===== src/rtl/uart_cfg_pkg.sv =====
// Shared types and constants for the UART configuration loader:
// frame parser states, register address map and default frame header.
package uart_cfg_pkg;

  typedef enum logic [2:0] {
    IDLE,
    ADDR,
    DHI,
    DLO,
    CHK
  } cfg_state_t;

  localparam logic [1:0] ADDR_KP = 2'd0;
  localparam logic [1:0] ADDR_KI = 2'd1;
  localparam logic [1:0] ADDR_KD = 2'd2;
  localparam logic [1:0] ADDR_SP = 2'd3;

  localparam int         NUM_REGS    = 4;
  localparam logic [7:0] HDR_DEFAULT = 8'hA5;

  // Frame checksum: the address byte has its upper six bits forced to zero.
  function automatic logic [7:0] frame_chk(input logic [1:0] addr,
                                           input logic [7:0] d_hi,
                                           input logic [7:0] d_lo);
    return {6'd0, addr} ^ d_hi ^ d_lo;
  endfunction

endpackage


===== src/rtl/rdy_edge_sync.sv =====
// Rising-edge detector for the UART data-ready level. The delay flop resets
// high so a level already present at reset release never counts as a byte.
module rdy_edge_sync (
  input  logic clk_in,
  input  logic rst_n_in,
  input  logic rdy,
  output logic byte_stb
);

  logic rdy_d_reg;

  always_ff @(posedge clk_in or negedge rst_n_in) begin
    if (!rst_n_in) begin
      rdy_d_reg <= 1'b1;
    end else begin
      rdy_d_reg <= rdy;
    end
  end

  assign byte_stb = rdy & ~rdy_d_reg;

endmodule


===== src/rtl/uart_cfg_loader.sv =====
// Parses HDR/ADDR/D_HI/D_LO/CHK frames from the UART receiver and writes one
// of the four PID configuration registers on a frame with a valid checksum.
module uart_cfg_loader
  import uart_cfg_pkg::*;
#(
  parameter logic [7:0]  HDR            = HDR_DEFAULT,
  parameter int          TIMEOUT_CYCLES = 100000,
  parameter logic [15:0] KP_RST         = 16'h0000,
  parameter logic [15:0] KI_RST         = 16'h0000,
  parameter logic [15:0] KD_RST         = 16'h0000,
  parameter logic [15:0] SP_RST         = 16'h0000
) (
  input  logic        clk_in,
  input  logic        rst_n_in,
  input  logic        rx_rdy_in,
  input  logic [7:0]  rx_data_in,
  output logic [15:0] kp_out,
  output logic [15:0] ki_out,
  output logic [15:0] kd_out,
  output logic [15:0] sp_out,
  output logic        cfg_update,
  output logic [1:0]  cfg_addr,
  output logic        frame_err,
  output logic        busy
);

  localparam int            CW       = (TIMEOUT_CYCLES > 1) ? $clog2(TIMEOUT_CYCLES) : 1;
  localparam logic [CW-1:0] TMO_LAST = CW'(TIMEOUT_CYCLES - 1);

  cfg_state_t    state_reg;
  logic [1:0]    addr_reg;
  logic [7:0]    dhi_reg;
  logic [7:0]    dlo_reg;
  logic [CW-1:0] tmo_cnt_reg;
  logic          byte_stb;
  logic          tmo_hit;
  logic          commit_stb;

  function automatic logic [15:0] rst_val(input logic [1:0] idx);
    case (idx)
      ADDR_KP: return KP_RST;
      ADDR_KI: return KI_RST;
      ADDR_KD: return KD_RST;
      default: return SP_RST;
    endcase
  endfunction

  rdy_edge_sync u_rdy_edge (
    .clk_in   (clk_in),
    .rst_n_in (rst_n_in),
    .rdy      (rx_rdy_in),
    .byte_stb (byte_stb)
  );

  assign tmo_hit    = (tmo_cnt_reg == TMO_LAST);
  assign commit_stb = byte_stb && (state_reg == CHK) &&
                      (rx_data_in == frame_chk(addr_reg, dhi_reg, dlo_reg));

  // A strobe in the timeout cycle takes priority, so the abort only fires
  // when no byte arrives that cycle.
  always_ff @(posedge clk_in or negedge rst_n_in) begin
    if (!rst_n_in) begin
      state_reg   <= IDLE;
      addr_reg    <= 2'd0;
      dhi_reg     <= 8'd0;
      dlo_reg     <= 8'd0;
      tmo_cnt_reg <= '0;
      cfg_update  <= 1'b0;
      cfg_addr    <= 2'd0;
      frame_err   <= 1'b0;
      busy        <= 1'b0;
    end else begin
      cfg_update <= 1'b0;
      frame_err  <= 1'b0;

      if (state_reg == IDLE || byte_stb) begin
        tmo_cnt_reg <= '0;
      end else if (!tmo_hit) begin
        tmo_cnt_reg <= tmo_cnt_reg + CW'(1);
      end

      if (state_reg != IDLE && !byte_stb && tmo_hit) begin
        frame_err <= 1'b1;
        state_reg <= IDLE;
        busy      <= 1'b0;
      end else if (byte_stb) begin
        case (state_reg)
          IDLE: begin
            if (rx_data_in == HDR) begin
              state_reg <= ADDR;
              busy      <= 1'b1;
            end
          end
          ADDR: begin
            if (rx_data_in[7:2] != 6'd0) begin
              frame_err <= 1'b1;
              state_reg <= IDLE;
              busy      <= 1'b0;
            end else begin
              addr_reg  <= rx_data_in[1:0];
              state_reg <= DHI;
            end
          end
          DHI: begin
            dhi_reg   <= rx_data_in;
            state_reg <= DLO;
          end
          DLO: begin
            dlo_reg   <= rx_data_in;
            state_reg <= CHK;
          end
          CHK: begin
            state_reg <= IDLE;
            busy      <= 1'b0;
            if (commit_stb) begin
              cfg_update <= 1'b1;
              cfg_addr   <= addr_reg;
            end else begin
              frame_err <= 1'b1;
            end
          end
          default: begin
            state_reg <= IDLE;
            busy      <= 1'b0;
          end
        endcase
      end
    end
  end

  // One register per address; only the addressed one loads on commit.
  for (genvar gi = 0; gi < NUM_REGS; gi++) begin : g_cfg
    localparam logic [1:0] IDX = 2'(gi);
    logic [15:0] val_reg;

    always_ff @(posedge clk_in or negedge rst_n_in) begin
      if (!rst_n_in) begin
        val_reg <= rst_val(IDX);
      end else if (commit_stb && addr_reg == IDX) begin
        val_reg <= {dhi_reg, dlo_reg};
      end
    end
  end

  assign kp_out = g_cfg[0].val_reg;
  assign ki_out = g_cfg[1].val_reg;
  assign kd_out = g_cfg[2].val_reg;
  assign sp_out = g_cfg[3].val_reg;

endmodule


===== config.mk =====
export PLATFORM = sky130hd
export DESIGN_NAME = uart_cfg_loader
export DESIGN_NICKNAME = d
export VERILOG_FILES = /design/src/rtl/uart_cfg_pkg.sv /design/src/rtl/rdy_edge_sync.sv /design/src/rtl/uart_cfg_loader.sv
export SDC_FILE = /design/constraint.sdc
export NUM_CORES = 1
export LEC_CHECK = 0
export BUFFER_PORTS_ARGS = -buffer_cell sky130_fd_sc_hd__buf_4
export CORE_ASPECT_RATIO = 0.6
export CORE_MARGIN = 4
export CORE_UTILIZATION = 53
export DETAILED_ROUTE_END_ITERATION = 16
export GPL_TIMING_DRIVEN = 0
export MAX_ROUTING_LAYER = met4
export PLACE_DENSITY = 0.76
export SLEW_MARGIN = 15
export SYNTH_ARGS = -nofsm -noshare
export SYNTH_HDL_FRONTEND = slang
export SYNTH_SLANG_ARGS = --single-unit

===== constraint.sdc =====
create_clock -name clk_in -period 2.9 [get_ports clk_in]
set_input_delay 0.29 -clock clk_in [delete_from_list [all_inputs] [get_ports clk_in]]
set_output_delay 0.29 -clock clk_in [all_outputs]
set_load 0.01 [all_outputs]

## Word level (Yosys, flattened, before mapping)

Cells that the tools add are included.

- Output and inout bits: 69
- Bits of input ports: 11
- Word-level logic and storage cells: 78
- Register bits: 108

- Mux-type cells: 21
- Bitwise operators: 6
- $add $sub $neg: 1
- Equal/unequal tests: 14
- Reductions and logical operators: 22

Operators with widths:

| kind | number |
|---|---|
| $mux W17 | 2 |
| $add A17 B1 Y17 const B | 1 |
| $eq A17 B17 Y1 const B | 1 |
| $mux W1 | 12 |
| $pmux W3 S4 | 1 |
| $reduce_and A4 Y1 | 3 |
| $mux W3 | 3 |
| $eq A8 B8 Y1 | 1 |
| $eq A8 B8 Y1 const B | 1 |
| $logic_and A1 B1 Y1 | 8 |
| $xor A2 B8 Y8 | 1 |
| $xor A8 B8 Y8 | 1 |
| $eq A3 B2 Y1 const B | 2 |
| $reduce_and A3 Y1 | 2 |
| $reduce_bool A6 Y1 | 1 |
| $eq A2 B2 Y1 const B | 2 |
| $ne A2 B1 Y1 const B | 2 |
| $eq A3 B1 Y1 const B | 1 |
| $eq A3 B3 Y1 const B | 1 |
| $logic_not A3 Y1 | 1 |
| $ne A3 B1 Y1 const B | 1 |
| $ne A3 B3 Y1 const B | 1 |
| $not A1 Y1 | 3 |
| $pmux W1 S3 | 1 |
| other kinds (11) | 11 |

## Longest topological paths before layout

- Word-level depth: 8
- Mapped depth: 7
- Depth with buffers taken out: 6

## By module

Synthesis repeated with hierarchy kept, for this count alone.

- Cell total of the unflattened synthesis: 334
- Area, all modules: 4648.2 µm²

By module, submodules not included:

| module | cells an instance | area each (µm²) | times used | seq. area each (µm²) |
|---|---|---|---|---|
| uart_cfg_loader | 332 | 4608.2 | 1 | 2677.6 |
| rdy_edge_sync | 2 | 40.0 | 1 | 26.3 |

## Least setup slack after synthesis

OpenSTA, ideal clock, no wires.

- Path kind: register to register
- From: register dlo_reg[2]
- To: register g_cfg[1].val_reg[0] (netlist: ki_out[0])
- Setup slack: 703 ps
- Required time: 2775 ps
- Library setup time: 125 ps
- Cell stages (with the launch flop): 7
- Path buffers: 1
- Clock period less this slack: 2197 ps
- Arrival: 2071 ps
- Cells stage by stage: dfrtp_1 xnor3_1 nand2_1 nor4_4 nand4b_4 buf_6 mux2_4

- Word-level cells in the longest chain between the ends: 4

Ends and longest elaborated chain:

| what | RTL line | source |
|---|---|---|
| start, declared | uart_cfg_loader.sv:33 | `logic [7:0] dlo_reg;` |
| start signal, assigned | uart_cfg_loader.sv:109 | `dlo_reg <= rx_data_in;` |
| $xor A8 B8 Y8 | uart_cfg_pkg.sv:25 | `return {6'd0, addr} ^ d_hi ^ d_lo;` |
| $eq A8 B8 Y1 | uart_cfg_loader.sv:57 | `(rx_data_in == frame_chk(addr_reg, dhi_reg, dlo_reg));` |
| $logic_and A1 B1 Y1 | uart_cfg_loader.sv:56 | `assign commit_stb = byte_stb && (state_reg == CHK) &&` |
| $logic_and A1 B1 Y1 | uart_cfg_loader.sv:139 | `end else if (commit_stb && addr_reg == IDX) begin` |
| end signal, assigned | uart_cfg_loader.sv:138 | `val_reg <= rst_val(IDX);` |
| end signal, assigned | uart_cfg_loader.sv:140 | `val_reg <= {dhi_reg, dlo_reg};` |
| end, declared | uart_cfg_loader.sv:134 | `logic [15:0] val_reg;` |

Every way passes these cells.
A chain may end at the register's enable or synchronous reset.

## Worst setup path in the final report

- From: register tmo_cnt_reg[5]
- To: register busy

- Word-level cells in the longest chain between the ends: 4
- Elaborated cells on any way between the ends: 8
- Classes of those cells: eq/ne: 4; mux: 1; reduce/logical: 3

Ends and longest elaborated chain:

| what | RTL line | source |
|---|---|---|
| start, declared | uart_cfg_loader.sv:34 | `logic [CW-1:0] tmo_cnt_reg;` |
| start signal, assigned | uart_cfg_loader.sv:79 | `tmo_cnt_reg <= tmo_cnt_reg + CW'(1);` |
| $eq A17 B17 Y1 (*) | uart_cfg_loader.sv:55 | `assign tmo_hit = (tmo_cnt_reg == TMO_LAST);` |
| $logic_and A1 B1 Y1 (*) | uart_cfg_loader.sv:82 | `if (state_reg != IDLE && !byte_stb && tmo_hit) begin` |
| $ne A3 B3 Y1 (no line) (tied with other cells) | - |  |
| $reduce_and A4 Y1 (no line) | - |  |
| end signal, assigned | uart_cfg_loader.sv:71 | `busy <= 1'b0;` |
| end signal, assigned | uart_cfg_loader.sv:85 | `busy <= 1'b0;` |
| end signal, assigned | uart_cfg_loader.sv:91 | `busy <= 1'b1;` |
| end, declared | uart_cfg_loader.sv:24 | `output logic busy` |

Mark *: on every way between the ends. The rest lies on a longest branch, timed or not.

==> flow_summary.toml <==
[clock_network]
cts_sinks = 108
htreeDepth = 3
cts-resized-gates = 0
cts_buffers = 9
clockRootBuffer = "clkbuf_16"
cts_buffer_depth = 2
hold_buffers = 0
path_clk_slew_ps = 70
postCtsSetupBuffers = 0
clock_latency_ps = 350
tritoncts = "yes"

[layout]
nets = 429
drive_gt1_frac = 0.4502
antennaDiodeCount = 0
largest_reg_flops = 17
area_growth_pct = 22.94
final_util = 0.6731
nFillCells = 637

[drt]
vias = 2975
via_per_inst = 5.571
routed_wl_um = 10110
postRouteAntennaNets = 0
drt_iter0_markers = 201
route.detailed.drc = 0
wl_per_cell_um = 18.93
first_pass_iters = 4

[sta]
setup_viol = 0
timing.final.crit_share = 0.8600
whs_ps = 54.90
min_period_ps = 2494
clock_skew_ps = 4.558
drv_slew = 0
tns_ps = 0
rsz0062_at_grt = "no"
max_freq_ghz = 0.4009
finalHoldViolations = 0
worst_pin_slew_ps = 940.6
maxSlewHeadroom = 0.3730

[setup_path]
crit_fanout = 7
cp_slowest_cell = "nor4_2"
criticalPathCategory = "flip-flop to flip-flop"
critPathCaptureType = "flip-flop"
crit_path_cell_trace = "or4_1 -> nor4_2 -> nand3_1 -> a21oi_1 -> mux2_2"
cp.required_ps = 3130
slowest_delay_ps = 640
start_kind = "flip-flop"
cp.arrival_ps = 2730

[floorplan]
die_area_mm2 = 0.01049
rows = 26
die_h_um = 80.96
core_mm2 = 0.008588
start_util = 0.5475
io_pins = 80
die_w_um = 129.6

[synth]
syn-num-nets = 339
synth_top_family_by_area = "multiplexers"
synth-simple-area-share = 0.1003
synthesis.instances = 327
async_reset_ff_frac = 1.000
ys_warn_count = 0
yosysSeqAreaShare = 0.5750
ys.flop_type = "dfrtp_1"
synth_cell_types = 43
muxShareOfSynthArea = 0.2217
synth_edf_count = 0
synth_compound_area_frac = 0.02741
synth-adder-area-share = 0.002661
synth_area_mm2 = 0.004702
avgSynthCellArea_um2 = 14.38
synthXorXnorAreaFrac = 0.05721
ys_ff_latch = 108

[global_routing]
grt_pass1_vias = 3105
grt_pass1_wl_um = 16710
grt_start_max_net_pins = 109
antenna_found_initial = 0
grt-ovfl-total = 0
grt_util_all_layers = 0.2165

[run]
maxCapViolCount = 0

[place]
port_buffers = 79
place.gp.congestion = 0.8316
detailed_place_hpwl_um = 7279

[power]
fin_total_pwr_mw = 3.101
leakage_nw = 3.027
ir_drop_uv = 524.2
p_per_area_mw_per_mm2 = 536.5

[status]
status = "completed"

[hold_path]
hp-class = "input pin to async pin"
-- synth_stat cells (all sizes together), types with 4 or more instances --
cell	n	area (µm²)
buf	6	51.30
dfrtp	107	2678
a31oi	4	25.02
xnor2	15	131.4
o21ai	7	35.03
and3	5	31.28
nand3	9	57.56
or3	5	31.28
xor2	8	70.07
clkbuf	5	18.77
nand4	6	52.55
nor3	6	41.29
nand2	10	37.54
mux2	85	1032
a21oi	9	45.04
nor2	15	56.30
-- cells in the final DEF, fill, tap and decap left out, types with 2 or more instances in the layout --
cell        count
a21oi_1         9
a31oi_1         4
and3_1          5
buf_2           2
buf_4          79
buf_6           4
bufinv_16       2
clkbuf_1        5
clkbuf_16       9
clkbuf_8        2
clkinvlp_4      2
dfrtp_1       107
mux2_1          5
mux2_2         60
mux2_4         20
nand2_1        10
nand2b_1        2
nand3_1         8
nand4_1         5
nand4b_4        2
nor2_1         15
nor2b_1         2
nor3_1          4
o21ai_0         7
or3_1           5
xnor2_1        15
xnor3_1         3
xor2_1          8
-- metal layers --
metal	track usage	wire (µm)
met4	0.05498	97
met2	0.2980	4266
met1	0.3163	5004
met3	0.06307	741
met5	-	0
-- logic make-up (layout without fill, tap and decap cells) --
logic type                 after synthesis  after routing
AOI/OAI and AO/OA                       23             23
xor gates and xnor gates                26             26
adders and majority gates                1              1
buffers and inverters                   12            107
DFF                                    108            108
muxes                                   86             86
and+or+nand+nor                         71             71
-- cell type report --
cell class	instances	area, µm²	area share
sequential	108	2704	0.4677
multi-input combinational	207	1929	0.3338
timing repair buffer	79	596.8	0.1032
clock buffer	11	252.7	0.04372
tap	112	140.1	0.02424
clock inverter	5	83.83	0.01450
buffer	11	70.07	0.01212
inverter	1	3.754	0.0006494
-- worst paths after layout --
path | startpoint | endpoint | slack (ps) | depth (start not counted)
hold / removal | rst_n_in | sp_out[5]$_DFFE_PN0P_ | 50 | 1
hold reg to reg | kp_out[11]$_DFFE_PN0P_ | kp_out[11]$_DFFE_PN0P_ | 500 | 1
setup / recovery | tmo_cnt_reg[5]$_DFFE_PN0N_ | busy$_DFFE_PN0P_ | 410 | 5
setup reg to reg | tmo_cnt_reg[5]$_DFFE_PN0N_ | busy$_DFFE_PN0P_ | 410 | 5
max in group asynchronous | rst_n_in | sp_out[4]$_DFFE_PN0P_ | 2220 | 1
min in group clk_in | rx_rdy_in | u_rdy_edge.rdy_d_reg$_DFF_PN1_ | 60 | 1
-- power breakdown --
part / switching, mW / total, mW / leakage, nW / internal [mW]
Combinational: 0.120 / 0.196 / 1.38 / 0.0762
Sequential: 0.0281 / 1.56 / 1.49 / 1.53
Clock: 0.541 / 1.35 / 0.158 / 0.805
-- through the flow --
step	cells	area, µm²	setup slack (ps)
6_report	534	5781	405.9
5_1_grt	534	5781	233.1
4_1_cts	534	5781	389.2
3_5_place_dp	518	5444	438.7
3_3_place_gp	518	5435	470.4
2_1_floorplan	327	4702	703.5
-- critical path, delay by kind of cell (launching register included) --
kind	cells	cell delay, ps
and+or+nand+nor	3	1400
DFF	1	450
muxes	1	350
AOI/OAI and AO/OA	1	170
No activity file was read; power rests on OpenSTA's default activity.
